===== config.mk =====
export PLATFORM = sky130hd
export DESIGN_NAME = mem_arbiter
export DESIGN_NICKNAME = d
export VERILOG_FILES = /design/src/rtl/mem_arbiter.sv
export SDC_FILE = /design/constraint.sdc
export NUM_CORES = 1
export LEC_CHECK = 0
export ABC_AREA = 1
export CORE_ASPECT_RATIO = 1.5
export CORE_MARGIN = 4
export CORE_UTILIZATION = 45
export CTS_CLUSTER_DIAMETER = 200
export CTS_CLUSTER_SIZE = 12
export DETAILED_ROUTE_END_ITERATION = 16
export GPL_TIMING_DRIVEN = 0
export PLACE_DENSITY_LB_ADDON = 0.15
export SLEW_MARGIN = 20
export SYNTH_ARGS = -nofsm -noshare
export SYNTH_HDL_FRONTEND = slang
export SYNTH_SLANG_ARGS = --single-unit

===== constraint.sdc =====
create_clock -name clk_i -period 2 [get_ports clk_i]
set_input_delay 0.5 -clock clk_i [delete_from_list [all_inputs] [get_ports clk_i]]
set_output_delay 0.5 -clock clk_i [all_outputs]
set_load 0.05 [all_outputs]

===== src/rtl/mem_arbiter.sv =====
// Round-robin arbiter between two requesters in front of the shared Memory port.
// Hides the one-cycle read latency and VRAM busy stalls behind a req/ack handshake.
module mem_arbiter #(
   parameter logic [15:0] SCREEN_BASE = 16'h4000,
   parameter logic [15:0] KBD_BASE    = 16'h6000
) (
   input  logic        clk_i,
   input  logic        rst_n_i,
   input  logic        a_req_i,
   input  logic        a_we_i,
   input  logic [15:0] a_addr_i,
   input  logic [15:0] a_wdata_i,
   input  logic        b_req_i,
   input  logic        b_we_i,
   input  logic [15:0] b_addr_i,
   input  logic [15:0] b_wdata_i,
   output logic        a_ack_o,
   output logic [15:0] a_rdata_o,
   output logic        b_ack_o,
   output logic [15:0] b_rdata_o,
   output logic        grant_a_o,
   output logic        grant_b_o,
   output logic        mem_load_o,
   output logic [15:0] mem_address_o,
   output logic [15:0] mem_in_o,
   input  logic [15:0] mem_out_i,
   input  logic        mem_busy_i
);

   // state   | meaning
   // IDLE    | pick a winner among eligible requesters, latch its command
   // ISSUE   | drive the memory port; hold here while VRAM reports busy
   // WAIT_RD | memory output valid this cycle, capture into winner's rdata
   localparam logic [1:0] IDLE    = 2'd0;
   localparam logic [1:0] ISSUE   = 2'd1;
   localparam logic [1:0] WAIT_RD = 2'd2;

   localparam logic PORT_A = 1'b0;
   localparam logic PORT_B = 1'b1;

   logic [1:0]  state_q, state_d;
   logic        last_q, last_d;
   logic        cur_port_q, cur_port_d;
   logic        cur_we_q, cur_we_d;
   logic [15:0] cur_addr_q, cur_addr_d;
   logic [15:0] cur_wdata_q, cur_wdata_d;
   logic        a_ack_q, a_ack_d;
   logic        b_ack_q, b_ack_d;
   logic [15:0] a_rdata_q, a_rdata_d;
   logic [15:0] b_rdata_q, b_rdata_d;

   logic elig_a;
   logic elig_b;
   logic pick_b;
   logic vram_hit;
   logic kbd_hit;
   logic stall;

   // A port whose ack is high is still dropping req and must not be re-serviced.
   assign elig_a = a_req_i & ~a_ack_q;
   assign elig_b = b_req_i & ~b_ack_q;
   assign pick_b = elig_b & (~elig_a | (last_q == PORT_A));

   assign vram_hit = (cur_addr_q >= SCREEN_BASE) && (cur_addr_q < KBD_BASE);
   assign kbd_hit  = (cur_addr_q >= KBD_BASE);
   assign stall    = (state_q == ISSUE) && vram_hit && mem_busy_i;

   always_comb begin
      state_d     = state_q;
      last_d      = last_q;
      cur_port_d  = cur_port_q;
      cur_we_d    = cur_we_q;
      cur_addr_d  = cur_addr_q;
      cur_wdata_d = cur_wdata_q;
      a_ack_d     = 1'b0;
      b_ack_d     = 1'b0;
      a_rdata_d   = a_rdata_q;
      b_rdata_d   = b_rdata_q;

      case (state_q)
         IDLE: begin
            if (elig_a || elig_b) begin
               state_d    = ISSUE;
               cur_port_d = pick_b;
               last_d     = pick_b;
               if (pick_b) begin
                  cur_we_d    = b_we_i;
                  cur_addr_d  = b_addr_i;
                  cur_wdata_d = b_wdata_i;
               end else begin
                  cur_we_d    = a_we_i;
                  cur_addr_d  = a_addr_i;
                  cur_wdata_d = a_wdata_i;
               end
            end
         end
         ISSUE: begin
            if (!stall) begin
               if (cur_we_q) begin
                  state_d = IDLE;
                  if (cur_port_q == PORT_B) b_ack_d = 1'b1;
                  else                      a_ack_d = 1'b1;
               end else begin
                  state_d = WAIT_RD;
               end
            end
         end
         WAIT_RD: begin
            state_d = IDLE;
            if (cur_port_q == PORT_B) begin
               b_rdata_d = mem_out_i;
               b_ack_d   = 1'b1;
            end else begin
               a_rdata_d = mem_out_i;
               a_ack_d   = 1'b1;
            end
         end
         default: state_d = IDLE;
      endcase
   end

   always_ff @(posedge clk_i or negedge rst_n_i) begin
      if (!rst_n_i) begin
         state_q     <= IDLE;
         last_q      <= PORT_B;
         cur_port_q  <= PORT_A;
         cur_we_q    <= 1'b0;
         cur_addr_q  <= 16'h0000;
         cur_wdata_q <= 16'h0000;
         a_ack_q     <= 1'b0;
         b_ack_q     <= 1'b0;
         a_rdata_q   <= 16'h0000;
         b_rdata_q   <= 16'h0000;
      end else begin
         state_q     <= state_d;
         last_q      <= last_d;
         cur_port_q  <= cur_port_d;
         cur_we_q    <= cur_we_d;
         cur_addr_q  <= cur_addr_d;
         cur_wdata_q <= cur_wdata_d;
         a_ack_q     <= a_ack_d;
         b_ack_q     <= b_ack_d;
         a_rdata_q   <= a_rdata_d;
         b_rdata_q   <= b_rdata_d;
      end
   end

   // cur_* only changes when leaving IDLE, so it also serves as the held value in IDLE.
   assign mem_address_o = cur_addr_q;
   assign mem_in_o      = cur_wdata_q;
   assign mem_load_o    = (state_q == ISSUE) && cur_we_q && !stall && !kbd_hit;

   assign grant_a_o = (state_q != IDLE) && (cur_port_q == PORT_A);
   assign grant_b_o = (state_q != IDLE) && (cur_port_q == PORT_B);
   assign a_ack_o   = a_ack_q;
   assign b_ack_o   = b_ack_q;
   assign a_rdata_o = a_rdata_q;
   assign b_rdata_o = b_rdata_q;

endmodule


==> flow_summary_export.csv, run 1 <==
group,metric,value,unit
placement,dp_slack,-0.609,ns
cts,cts_made_buffers,9,
synth,synth.most_common_cell,"nand2_1",
setup_path,crit_type,"flip-flop to output port",
final_layout,nFillCells,650,
timing,fin_hold_ws,0.101,ns
drt,final_antenna_net_count,0,
setup_path,critPathMaxFanout,2,
floorplanning,die_h,115,um
floorplanning,dieArea,9090,um2
final_layout,layout-drive-gt1-share,7.97,%
final_layout,num_antenna_cells,0,
global_route,grt_pass1_vias,3457,
global_route,antenna_found_initial,0,
cts,clk_pin_slew_worst_paths,0.07,ns
synth,syn_inst,452,
drt,drc_errors,0,
floorplanning,die_w,79.2,um
setup_path,path_cells,"inv_2, ha_4, inv_2, nor2_2, nand2_1, nand3_1, inv_1, buf_6",
timing,final-max-slew-violation-count,0,
global_route,grt_max_degree,38,
timing,worst_slack,0.0509,ns
synth,synthesis.nets,542,
pwr,power.leakage,2.94,nW
cts,postCtsHoldBufs,0,
setup_path,cp.required,1.50,ns
setup_path,r2r_cells,6,
drt,vias,3458,
synth,synth_area_per_cell,7.57,um2
synth,synth_commonest_cells,"nand2_1, inv_1, dfrtp_1, nand3_1, o21ai_0",
drt,drt_iter0_markers,155,
synth,synth_flop_cell,"dfrtp_1",
timing,tightest_slew,0.538,ns
drt,routed_wl,9850,um
final_layout,area_growth_syn_to_layout,53.5,%
timing,fin_crit,1.95,ns
drt,avgRoutedWirePerCell,13.5,um
timing,skew,0.0115,ns
synth,async_reset_ff_share,100,%
setup_path,crit_family,"flip-flops",
cts,cts_tree,"built",
global_route,overflow,0,
run_status,status,"completed",
setup_path,worstSetupEndpointType,"output port",
setup_path,arrival,1.45,ns
floorplanning,ios,156,
placement,numPortBuffers,155,
drt,via_per_inst,4.76,
setup_path,rr_endpoint,"b_rdata_o[6]$_DFFE_PN0P_",
cts,clock_latency,0.35,ns
drt,drtPass1Iterations,4,
timing,fmax,0.513,GHz
setup_path,r2r-start,"state_q[0]$_DFFE_PN0P_",
timing,setup_violations,0,
pwr,powerDensity,1730,nW/um2
cts,htree_levels,3,
placement,dp_hpwl,7390,um
timing,rsz0062_at_grt,"true",
floorplanning,floorplan.initialDensity,46.7,%
synth,netlist_area,3420,um2
synth,yosys_register_bits,71,
cts,numClockSinks,71,
synth,synth-edff-count,0,
setup_path,path_buf_inv,4,
synth,synth_area_leader_cell,"dfrtp_1",
setup_path,max_stage_delay,0.39,ns
global_route,grt_use_total,22.3,%
timing,max_slew_margin,64.3,%
floorplanning,core,7320,um2
synth,yosysWarnings,0,
placement,gp_congestion,0.860,
synth,synth.top_cell.area_share,51.2,%
setup_path,cp-start-kind,"flip-flop",
hold_path,hold_path.class,"primary input to asynchronous set/reset pin",
timing,hold_viol_final,0,
flow_run,drv_cap,0,
floorplanning,row_count,38,
pwr,ir_worst_vdd,1.13,mV
setup_path,ff2ff_setup_slack,0.37,ns
global_route,grt_pass1_wl,15800,um
timing,finalCritPeriodShare,97.5,%
synth,synth.top_cells.by_area,"dfrtp_1, nand2_1, nand3_1",
synth,yosysSeqAreaShare,52.0,%
setup_path,critPathSlowestCell,"dfrtp_1",
cts,cts_root_buffer,"clkbuf_8",
cts,clock_path_buffers,2,
final_layout,final_nets,712,
final_layout,layoutNonFillerInstCount,727,
placement,place_inst,708,
synth,yosys.cell_types.count,21,
setup_path,crit_top_cell,"inv_2",
==> worst max path at each step <==
stage / start / to / slack, ns / depth (start not counted)
floorplan: state_q[0]$_DFFE_PN0P_ / grant_b_o / 0.16 / 3
global placement: rst_n_i / a_rdata_o[11]$_DFFE_PN0P_ / -1.95 / 1
detailed placement: mem_busy_i / mem_load_o / -0.61 / 7
CTS: state_q[1]$_DFFE_PN0P_ / mem_load_o / -0.05 / 8
global route: state_q[1]$_DFFE_PN0P_ / mem_load_o / -0.02 / 8
finish: state_q[1]$_DFFE_PN0P_ / mem_load_o / 0.05 / 8
==> registers in the layout, indices dropped and copies added, names as in the netlist <==
register       count
b_rdata_o         16
b_ack_o            1
cur_we_q           1
state_q            2
mem_in_o          16
a_rdata_o         16
last_q             1
a_ack_o            1
mem_address_o     16
cur_port_q         1
==> stage by stage <==
stage	instance area (um2)	total power [mW]	setup TNS, ns	utilization (%)
final	5250	9.09	0	71.7
after global routing	5250	9.66	-0.0247	71.7
after CTS	5210	9.09	-0.0468	71.1
after detailed placement	5120	8.52	-0.914	69.9
after global placement	5100	8.42	-138.30	69.6
after floorplan	3420	6.41	0	-
==> layout make-up <==
type                    count  area (um2)  share of cell area (%)
well taps                 100         125                    2.38
multi-input cells         267        1200                    22.9
flip-flops and latches     71        1780                    33.8
plain buffers              21         108                    2.05
inverters                  93         352                    6.69
clock buffers              13         159                    3.03
clock inverters             3        17.5                   0.333
repair buffers            159        1510                    28.8
==> worst register-to-register path, stage by stage, from the launching register on <==
cell      delay, ns
dfrtp_1        0.41
inv_1          0.10
ha_1           0.23
nand2_1        0.16
clkbuf_1       0.42
nand2_1        0.11
o21ai_0        0.11
==> report_power, final <==
group	switching [mW]	internal [mW]
sequential	0.393	2.17
clock	0.526	0.515
combinational	4.01	1.48
total	4.93	4.16
==> logic make-up after synthesis <==
logic type      share of synthesized area (%)
simple gates                             28.3
buf+inv                                  13.4
flops                                    52.0
compound gates                           5.26
fa+ha+maj                                1.10
==> placed cells by master, fill, tap and decap left out, types with 5 or more instances in the layout <==
| master | netlist | routed |
|---|---|---|
| clkbuf_8 | 0 | 11 |
| o21ai_0 | 32 | 32 |
| inv_2 | 3 | 5 |
| buf_4 | 2 | 7 |
| buf_2 | 11 | 11 |
| nand2_1 | 150 | 150 |
| nand3_1 | 70 | 70 |
| dlygate4sd2_1 | 0 | 66 |
| clkbuf_1 | 5 | 7 |
| dfrtp_1 | 70 | 70 |
| clkdlybuf4s50_1 | 0 | 84 |
| inv_1 | 89 | 87 |
==> per-layer routing <==
| layer | wire length (um) | vias to the layer above | GRT usage, % |
|---|---|---|---|
| met4 | 188 | 0 | 8.60 |
| met2 | 5030 | 115 | 38.5 |
| met5 | 0 | - | 0 |
| met1 | 3890 | 1620 | 25.9 |
| met3 | 742 | 18 | 6.66 |
| li1 | - | 1705 | - |
==> repair_timing <==
action,in CTS,in global routing
setup endpoints to repair,69,3
buffers inserted,1,2
pin swaps,0,2
resized for setup,83,12
endpoints found under the hold margin,0,0
Note: power is estimated with default switching activity, not from simulation.
==> run 2, diff against run 1 <==
--- a/config.mk
+++ b/config.mk
@@ -7,7 +7,7 @@
 export LEC_CHECK = 0
 export ABC_AREA = 1
 export CORE_ASPECT_RATIO = 1.5
-export CORE_MARGIN = 4
+export CORE_MARGIN = 2
 export CORE_UTILIZATION = 45
 export CTS_CLUSTER_DIAMETER = 200
 export CTS_CLUSTER_SIZE = 12
==> flow_summary_export.csv, run 2 (synthesis results as in run 1) <==
group,metric,value,unit
run_status,status,"completed",
placement,numPortBuffers,155,
timing,hold_viol_final,0,
drt,routed_wl,9720,um
setup_path,critPathMaxFanout,2,
timing,rsz0062_at_grt,"true",
setup_path,rr_endpoint,"b_rdata_o[1]$_DFFE_PN0P_",
pwr,powerDensity,1770,nW/um2
timing,final-max-slew-violation-count,0,
final_layout,num_antenna_cells,0,
drt,drtPass1Iterations,6,
cts,clock_latency,0.33,ns
flow_run,drv_cap,0,
drt,avgRoutedWirePerCell,13.3,um
final_layout,final_nets,711,
cts,clk_pin_slew_worst_paths,0.06,ns
timing,worst_slack,0.0356,ns
global_route,grt_use_total,24.1,%
final_layout,final_cell_mix,"nand2_1, inv_1, clkdlybuf4s50_1, nand3_1, dfrtp_1",
placement,gp_congestion,0.820,
final_layout,multi_input_area,1210,um2
setup_path,worstSetupEndpoint,"mem_address_o[7]",
cts,cts_made_buffers,9,
cts,cts_root_buffer,"clkbuf_16",
timing,fin_crit,1.96,ns
global_route,grt_pass1_vias,3434,
final_layout,layout-drive-gt1-share,8.15,%
setup_path,cp-start-kind,"flip-flop",
placement,place_inst,710,
placement,dp_hpwl,7320,um
timing,skew,0.00587,ns
setup_path,r2r-start,"state_q[0]$_DFFE_PN0P_",
setup_path,crit_family,"buffers and inverters",
setup_path,max_stage_delay,0.80,ns
timing,max_slew_margin,64.0,%
drt,vias,3426,
drt,final_antenna_net_count,0,
global_route,overflow,0,
floorplanning,ios,156,
setup_path,path_buf_inv,1,
floorplanning,die_h,111,um
timing,finalCritPeriodShare,98.2,%
final_layout,nFillCells,622,
floorplanning,floorplan.initialDensity,45.5,%
timing,tightest_slew,0.542,ns
setup_path,worstSetupEndpointType,"output port",
floorplanning,core,7510,um2
pwr,ir_worst_vdd,1.01,mV
setup_path,path_depth,1,
final_layout,seqCellArea,1780,um2
cts,htree_levels,3,
pwr,power.leakage,3.19,nW
drt,drc_errors,0,
final_layout,final_common_cell,"nand2_1",
cts,cts_tree,"built",
setup_path,cp.required,1.50,ns
setup_path,r2r_cells,6,
hold_path,hold_path.class,"primary input to asynchronous set/reset pin",
final_layout,layoutNonFillerInstCount,728,
global_route,met3_usage,7.82,%
global_route,top_usage_layer,"met2",
setup_path,crit_start,"mem_address_o[7]$_DFFE_PN0P_",
global_route,grt_pass1_wl,15400,um
drt,via_per_inst,4.71,
setup_path,ff2ff_setup_slack,0.36,ns
timing,fmax,0.509,GHz
drt,drt_iter0_markers,171,
placement,dp_slack,-0.589,ns
floorplanning,dieArea,8330,um2
cts,clock_path_buffers,2,
cts,numClockSinks,71,
global_route,grt_use_met2,41.5,%
setup_path,crit_type,"flip-flop to output port",
final_layout,area_growth_syn_to_layout,59.2,%
floorplanning,die_w,75.2,um
setup_path,arrival,1.46,ns
global_route,antenna_found_initial,0,
setup_path,critPathSlowestCell,"clkdlybuf4s50_1",
floorplanning,row_count,39,
global_route,grt_max_degree,40,
setup_path,path_cells,"clkdlybuf4s50_1",
global_route,grt_use_met1,25.8,%
timing,setup_violations,0,
[run 2: changes by cell type in the layout (fill, tap and decap cells not counted), sizes merged]
cell	delta
dlygate4sd2	-27
inv	+1
clkdlybuf4s50	+2
clkinvlp	+2
dlymetal6s2s	+25
buf	-2
clkbuf	-2
[run 2: power breakdown]
| part | switching (mW) | internal (mW) | total (mW) | leakage (nW) |
|---|---|---|---|---|
| Combinational | 4.00 | 1.63 | 5.63 | 2.21 |
| Sequential | 0.400 | 2.17 | 2.57 | 0.862 |
| Clock | 0.601 | 0.842 | 1.44 | 0.125 |
[run 2: worst min path at each step]
stage / endpoint / slack (ns) / cells after the start
3_3_place_gp: mem_address_o[8]$_DFFE_PN0P_ / 0.46 / 2
2_1_floorplan: a_ack_o$_DFF_PN0_ / 0.20 / 0
5_1_grt: mem_address_o[12]$_DFFE_PN0P_ / 0.17 / 1
4_1_cts: mem_address_o[12]$_DFFE_PN0P_ / 0.15 / 1
3_5_place_dp: mem_address_o[6]$_DFFE_PN0P_ / 0.46 / 2
6_report: mem_address_o[12]$_DFFE_PN0P_ / 0.14 / 1
[run 2: routing by layer]
layer	part of all wire, %	routed length, um
met4	3.2	309
met5	0	0
met3	7.3	711
met2	54	5210
met1	36	3480
[run 2: through the flow]
stage	hold WS [ns]	total power [mW]	utilization [%]	TNS [ns]	area, um2
6_report	0.142	9.64	72.5	0	5450
5_1_grt	0.171	10.2	72.5	-0.0174	5450
4_1_cts	0.152	9.69	71.0	-0.0850	5330
3_5_place_dp	0.465	8.51	68.1	-0.956	5120
3_3_place_gp	0.461	8.39	67.9	-138.58	5100
2_1_floorplan	0.204	6.41	-	0	3420
[run 2: layout make-up]
cell class,count,share of cell area [%]
inverter,93,6.46
clock buffer,10,4.20
buffer,21,1.98
sequential,71,32.6
clock inverter,6,0.827
tap,102,2.34
multi-input combinational,267,22.2
timing repair buffer,158,29.4
[run 2: timing repair]
action	in CTS	in global routing
gates resized for setup	56	36
pin swaps	0	0
setup endpoints to repair	42	29
gates cloned	0	0
endpoints found under the hold margin	0	0
buffers inserted	0	2
hold buffers	0	0
